## src/rtl/mem_access_unit.sv

```systemverilog
// mem_access_unit: load/store unit bridging a pipeline request port to a Wishbone classic master.
module mem_access_unit #(
  parameter int DATA_W  = 32,
  parameter int ADDR_W  = 32,
  parameter int TIMEOUT = 255
) (
  input  logic              clk,
  input  logic              rst,
  input  logic              req_valid,
  output logic              req_ready,
  input  logic              req_we,
  input  logic [2:0]        req_funct3,
  input  logic [ADDR_W-1:0] req_addr,
  input  logic [DATA_W-1:0] req_wdata,
  output logic              rsp_valid,
  output logic [DATA_W-1:0] rsp_rdata,
  output logic [1:0]        rsp_err,
  output logic              busy,
  output logic              wb_cyc,
  output logic              wb_stb,
  output logic              wb_we,
  output logic [ADDR_W-1:0] wb_adr,
  output logic [DATA_W-1:0] wb_dat_mosi,
  output logic [DATA_W/8-1:0] wb_sel,
  input  logic [DATA_W-1:0] wb_dat_miso,
  input  logic              wb_ack,
  input  logic              wb_err
);
  localparam int NB = DATA_W / 8;
  localparam int OB = $clog2(NB);
  localparam int TW = TIMEOUT > 1 ? $clog2(TIMEOUT + 1) : 1;
  typedef enum logic [1:0] {IDLE, REQUEST, WAIT_ACK, RESP} state_t;
  state_t state, state_nx;
  logic [2:0] f3;
  logic [OB-1:0] off;
  logic [TW-1:0] cnt;
  logic [1:0] sz;
  logic legal, misal, bad, accept, timeout;
  logic [NB-1:0] smask, sel;
  logic [DATA_W-1:0] rep, sh, top, ext;
  int amt;
  assign sz = req_funct3[1:0];
  assign legal = req_funct3 != 3'b111 && (DATA_W == 64 || (sz != 2'd3 && req_funct3 != 3'b110));
  assign misal = (req_addr[OB-1:0] & OB'((1 << sz) - 1)) != '0;
  assign bad = !legal || misal;
  assign accept = req_valid && req_ready;
  assign timeout = TIMEOUT != 0 && int'(cnt) + 1 == TIMEOUT;
  assign smask = NB'((1 << (1 << sz)) - 1);
  assign sel = smask << req_addr[OB-1:0];
  // Store data is replicated so every byte lane of the access size sees it.
  always_comb begin
    rep = '0;
    for (int i = 0; i < NB; i++) rep[8*i +: 8] = req_wdata[8*(i & ((1 << sz) - 1)) +: 8];
  end
  // Load extraction: align the addressed lanes to bit 0, then extend by pushing to the top and back.
  always_comb begin
    sh = wb_dat_miso >> {off, 3'b000};
    amt = DATA_W - (8 << f3[1:0]);
    top = sh << amt;
    ext = f3[2] ? top >> amt : DATA_W'($signed(top) >>> amt);
  end
  always_comb begin
    state_nx = state;
    unique case (state)
      IDLE:     state_nx = accept ? (bad ? RESP : REQUEST) : IDLE;
      REQUEST:  state_nx = WAIT_ACK;
      WAIT_ACK: state_nx = (wb_ack || wb_err || timeout) ? RESP : WAIT_ACK;
      default:  state_nx = IDLE;
    endcase
    req_ready = state == IDLE;
    busy = state != IDLE;
    wb_cyc = state == REQUEST || state == WAIT_ACK;
    wb_stb = wb_cyc;
    rsp_valid = state == RESP;
  end
  always_ff @(posedge clk or negedge rst) begin
    if (!rst) begin
      state <= IDLE;
      wb_we <= 1'b0;
      wb_adr <= '0;
      wb_sel <= '0;
      wb_dat_mosi <= '0;
      f3 <= '0;
      off <= '0;
      cnt <= '0;
      rsp_rdata <= '0;
      rsp_err <= 2'b00;
    end else begin
      state <= state_nx;
      cnt <= state == WAIT_ACK ? cnt + 1'b1 : '0;
      if (accept) begin
        wb_we <= req_we;
        wb_adr <= req_addr & ~ADDR_W'(NB - 1);
        wb_sel <= bad ? '0 : sel;
        wb_dat_mosi <= rep;
        f3 <= req_funct3;
        off <= req_addr[OB-1:0];
        if (bad) begin
          rsp_err <= 2'b11;
          rsp_rdata <= '0;
        end
      end
      // Error wins over a simultaneous ack; neither means the timeout fired.
      if (state == WAIT_ACK && state_nx == RESP) begin
        rsp_err <= wb_err ? 2'b01 : wb_ack ? 2'b00 : 2'b10;
        rsp_rdata <= (wb_ack && !wb_err && !wb_we) ? ext : '0;
      end
    end
  end
endmodule

```

## config.mk

```make
export PLATFORM = sky130hd
export DESIGN_NAME = mem_access_unit
export DESIGN_NICKNAME = d
export VERILOG_FILES = /design/src/rtl/mem_access_unit.sv
export SDC_FILE = /design/constraint.sdc
export NUM_CORES = 1
export LEC_CHECK = 0
export CORE_ASPECT_RATIO = 1.4
export CORE_MARGIN = 4
export CORE_UTILIZATION = 40
export DETAILED_ROUTE_END_ITERATION = 8
export GPL_TIMING_DRIVEN = 1
export PLACE_DENSITY = 0.85
export SLEW_MARGIN = 20
export SYNTH_ARGS = -nofsm -noshare
export SYNTH_HDL_FRONTEND = slang
export SYNTH_SLANG_ARGS = --single-unit
```

## constraint.sdc

```tcl
create_clock -name clk -period 2.6 [get_ports clk]
set_input_delay 0.39 -clock clk [delete_from_list [all_inputs] [get_ports clk]]
set_output_delay 0.39 -clock clk [all_outputs]
set_load 0.1 [all_outputs]
```

Word-level counts from Yosys, hierarchy flattened
Index checks and enable logic that the tools add are counted.
Widths: inputs -> output; s select.

storage, ports and cells
  memories kept = 0
  bits in writable memories = 0
  word-level logic and storage cells = 70
  ROM bits = 0
  bits in registers = 116
  input port bits = 105
  bits in latches = 0
  output and inout bits = 108

operators by class
  bitwise logic cells = 1
  multiply operators = 0
  magnitude comparators = 0
  shift operators = 11
  eq/ne operators = 8
  div/mod/pow operators = 0
  muxes and demuxes = 16
  reductions and logical operators = 19
  $add $sub $neg = 5

operators by type and width
  kind                   number
  $mux 32                5
  $shiftx 32x6->8        2
  $shiftx 32x5->8        1
  $shl 1x2->32 const A   1
  $shl 1x32->4 const A   1
  $shl 32x32->32         1
  $shl 4x2->32 const A   1
  $shr 32x32->32         1
  $shr 32x5->32          1
  $sshr 32x32->32        1
  $sub 7x32->32 const A  1
  $mux 2                 7
  $add 8x1->9 const B    1
  $eq 9x8->1 const B     1
  $add 8x1->8 const B    1
  $mux 8                 1
  $reduce_bool 2->1      4
  $eq 2x2->1 const B     3
  $logic_and 1x1->1      6
  $ne 3x3->1 const B     2
  $pmux 2 s3             1
  $logic_or 1x1->1       4
  $mux 4                 1
  $shl 4x2->4            1
  other kinds (9)        11

Depth between registers and ports, before layout
  depth in word-level cells = 12
  depth in mapped cells = 9
  depth with buffers taken out = 7

Worst setup path after synthesis
OpenSTA, ideal clock, no wires.

  kind = register -> register
  start point = register state[0]
  end point = register rsp_rdata[23]
  library setup time = 71 ps
  stages on the path, launching flop included = 8
  slack = -268 ps
  arrival time = 2797 ps
  period minus slack after synthesis = 2868 ps
  data required time = 2529 ps
  cells stage by stage = dfrtp_1 > inv_1 > ha_1 > nand2_1 > o31a_1 > or4_4 > a211oi_4 > a32o_1

between the ends
  word-level cells in the longest chain between the ends = 8
  elaborated cells on any way between the ends = 12

RTL lines
  what                                RTL line  RTL
  start: declaration                  33        state_t state, state_nx;
  start signal: assignment            89        state <= state_nx;
  $logic_not 2->1 *                   70        req_ready = state == IDLE;
  via req_ready                       10        output logic req_ready,
  $logic_and 1x1->1                   46        assign accept = req_valid && req_ready;
  $mux 2                              65        IDLE: state_nx = accept ? (bad ? RESP : REQUEST) : IDLE;
  $pmux 2 s3                          64        unique case (state)
  $eq 2x2->1                          104       if (state == WAIT_ACK && state_nx == RESP) begin
  $logic_and 1x1->1                   104
  $reduce_bool 2->1 (no source line)  -
  $reduce_and 2->1 (no source line)   -
  end signal: assignment              106       rsp_rdata <= (wb_ack && !wb_err && !wb_we) ? ext : '0;
  end: declaration                    16        output logic [DATA_W-1:0] rsp_rdata,

Mark *: on every way through the listed nets, which the timed path passes. The rest lies on a longest branch.
A chain may end at the register's enable or synchronous reset.

Worst setup path after layout
  start point = register state[0]
  end point = register rsp_rdata[23]

between the ends
  word-level cells in the longest chain between the ends = 8
  elaborated cells on any way between the ends = 12

RTL lines
  what                                RTL line
  $logic_not 2->1                     64, 70
  $logic_and 1x1->1                   46
  $mux 2                              65
  $pmux 2 s3                          64
  $eq 2x2->1                          104
  $logic_and 1x1->1                   104
  $reduce_bool 2->1 (no source line)  -
  $reduce_and 2->1 (no source line)   -

Several ways; a longest one is shown, not always the timed one.

==> flow_summary.yaml <==
run_status:
  status: "finished clean"
synthesis:
  synth_edf_count: 0
  async_flop_share: 1.00
  synthDistinctLibCells: 46
  yosys_warnings: 0
  synth.ff_latch_count: 116
  synth_ff_type: "dfrtp_1"
  ys_seq_area_frac: 0.517
  syn_area_sq_um: 5620
  synth_top_area_cell: "dfrtp_1"
  synthCells: 508
  syn_area_per_cell_sq_um: 11.1
  synth_area_leaders: "dfrtp_1, mux2_2, mux2i_1"
  synth_top_area_share: 0.517
worst_setup_path:
  crit_type: "reg2reg"
  reg2regPathDepth: 7
  cp.required_ns: 2.93
  path_buf_inv: 1
  crit_fanout: 8
  reg2reg_from: "state[0]"
  cp_top_family: "compound AO/OA/AOI/OAI gates"
  crit_path_max_incr_delay_ns: 0.53
  worstSetupEndpointType: "register"
  crit_chain: "inv_1, ha_2, nand2_4, o31a_1, or4_4, a211oi_4, a32o_1"
  worst_path_max_delay_cell: "or4_4"
  crit_arrival_ns: 2.66
  cp-start-kind: "register"
  r2r_end: "rsp_rdata[23]"
  r2r_setup_slack_ns: 0.27
placement:
  dpl.hpwl_um: 12200
  port_buffers: 210
  gp_congestion: 0.865
cts:
  htree_levels: 4
  postCtsSetupRepairBufs: 0
  cts_root_buf: "clkbuf_16"
  clock_path_buffers: 2
  cts_tree: "built"
  clk-insertion-delay-late_ns: 0.40
  cts_made_buffers: 17
  cts_sinks: 116
  clkTransAtPathRegs_ns: 0.05
final_layout:
  nFillCells: 1122
  layout-drive-gt1-share: 0.300
  diodes: 0
  syn_to_final_growth_pct: 49.1
  final_nets: 828
sta:
  rsz0062_at_grt: "no"
  finalSetupTns_ns: 0
  max_freq_mhz: 429
  final.setup_skew_ns: 0.00607
  final_max_slew_viol_count: 0
  slew_headroom: 0.334
  min_period_ns: 2.33
  fin_crit_sh: 0.896
  tightestPinTransition_ns: 0.999
  finalSetupViolations: 0
  hold_violations: 0
min_path:
  min_path_type: "reg2reg"
  min_from: "wb_dat_mosi[29]"
  min_to: "wb_dat_mosi[29]"
  holdPathStages: 2
detailed_routing:
  detailedRoute.firstPassIterationCount: 5
  drt_iter0_markers: 254
  wl_per_cell_um: 17.6
  num_vias: 4814
  routed_wl_um: 16200
  viasPerCell: 5.26
  route.detailed.drc: 0
  ant_nets: 0
global_route:
  grt_overflow: 0
  grt_pass1_wl_um: 25200
  grt_max_degree: 98
  antenna_found_initial: 0
  first_global_vias: 4840
  track_usage: 0.200
die:
  coreArea_sq_um: 13800
  fp.dieW_um: 108
  die_h_um: 148
  dieArea_sq_um: 16000
  initial_core_util: 0.406
  num_io_pins: 213
  rows: 51
flow_run:
  drv_cap: 0
-- worst register-to-register path: cells and delay by family (launching register included) --
kind                     cells  cell delay (ns)
AND/OR/NAND/NOR              2             0.62
flip-flops                   1             0.38
adder cells (fa/ha/maj)      1             0.27
buffers and inverters        1             0.08
AO/OA/AOI/OAI                3             0.91
-- state kept, by name, indices dropped and copies added (netlist names) --
register,flops
f3,3
state,2
wb_dat_mosi,32
off,2
rsp_err,2
cnt,8
wb_adr,30
wb_sel,4
rsp_rdata,32
wb_we,1
-- per-layer routing --
layer,wire length [um],GRT usage
met1,6160,0.235
met2,8200,0.336
met3,1410,0.0651
met4,398,0.0796
met5,0,0
-- cells in the mapped netlist, drive strengths merged (2+ instances only) --
| master | count |
|---|---|
| nor2 | 14 |
| and2 | 6 |
| or3 | 2 |
| inv | 9 |
| a211oi | 8 |
| clkbuf | 24 |
| ha | 5 |
| nor2b | 13 |
| xor2 | 2 |
| mux2i | 44 |
| nand2b | 2 |
| buf | 17 |
| xnor2 | 3 |
| nor3 | 7 |
| mux2 | 45 |
| dfrtp | 116 |
| or2 | 2 |
| a211o | 8 |
| o21ai | 54 |
| a22o | 23 |
| a21bo | 7 |
| nand3 | 3 |
| a32o | 9 |
| nor4 | 2 |
| nand2 | 49 |
| a21oi | 19 |
-- final cells by class --
| cell class | count | area (sq um) | share of cell area |
|---|---|---|---|
| Multi-Input combinational cell | 342 | 2520 | 0.300 |
| Clock buffer | 21 | 470 | 0.0562 |
| Inverter | 10 | 37.5 | 0.00448 |
| Timing Repair Buffer | 231 | 2020 | 0.241 |
| Sequential cell | 116 | 2900 | 0.346 |
| Clock inverter | 11 | 199 | 0.0237 |
| Tap cell | 185 | 231 | 0.0276 |
-- cell families (layout without fill, tap and decap cells) --
kind of cell    after synthesis  count (layout)  synth area share
compound gates              139             139             0.172
flops                       116             116             0.517
simple gates                102             102            0.0855
mux                          89              89             0.169
buf+inv                      51             273            0.0376
fa+ha+maj                     5               5            0.0111
xor+xnor                      5               5           0.00780
other cells                   1               2          0.000668
-- through the flow --
| stage | setup slack (ns) | hold slack, ns | area, sq um | std cells | utilization |
|---|---|---|---|---|---|
| 2_1_floorplan | 0.0579 | 0.0944 | 5620 | 509 | - |
| 3_3_place_gp | 0.0968 | 0.373 | 7700 | 883 | 0.556 |
| 3_5_place_dp | 0.0451 | 0.387 | 7700 | 883 | 0.556 |
| 4_1_cts | 0.273 | 0.483 | 8380 | 916 | 0.605 |
| 5_1_grt | 0.158 | 0.502 | 8380 | 916 | 0.605 |
| 6_report | 0.269 | 0.482 | 8380 | 916 | 0.605 |
-- worst max path at each step --
stage | startpoint | endpoint | slack [ns] | cells past startpoint
after global routing | state[0] | rsp_rdata[23] | 0.16 | 7
after global placement | req_funct3[0] | rsp_rdata[23] | 0.1 | 6
after CTS | state[0] | rsp_rdata[23] | 0.27 | 7
after floorplan | state[0] | rsp_rdata[23] | 0.06 | 7
final | state[0] | rsp_rdata[23] | 0.27 | 7
after detailed placement | req_funct3[0] | rsp_rdata[23] | 0.05 | 6
-- timing repair --
item,CTS,global route
hold buffers,1,0
resized for setup,0,0
hold endpoints to repair,34,0
-- placed cells by master (no fill, tap or decap), types with 3 or more instances in the layout --
master and n:
buf_4 125, dfrtp_1 116, clkdlybuf4s50_1 103, o21ai_0 54
nand2_1 48, mux2_2 45, mux2i_1 44, a22o_1 23
a21oi_1 19, clkbuf_16 17, nor2_1 14, nor2b_1 13
inv_1 9, a32o_1 9, a211o_1 8, nor3_1 7
a21bo_2 7, a211oi_1 7, and2_1 6, bufinv_16 5
ha_1 4, nand3_1 3, xnor2_1 3, clkinvlp_4 3
clkbuf_8 3, clkinv_4 3
Power is left out: the tool's default activity adds up to more than one toggle a clock period on the data nets, which glitch-free logic cannot reach.
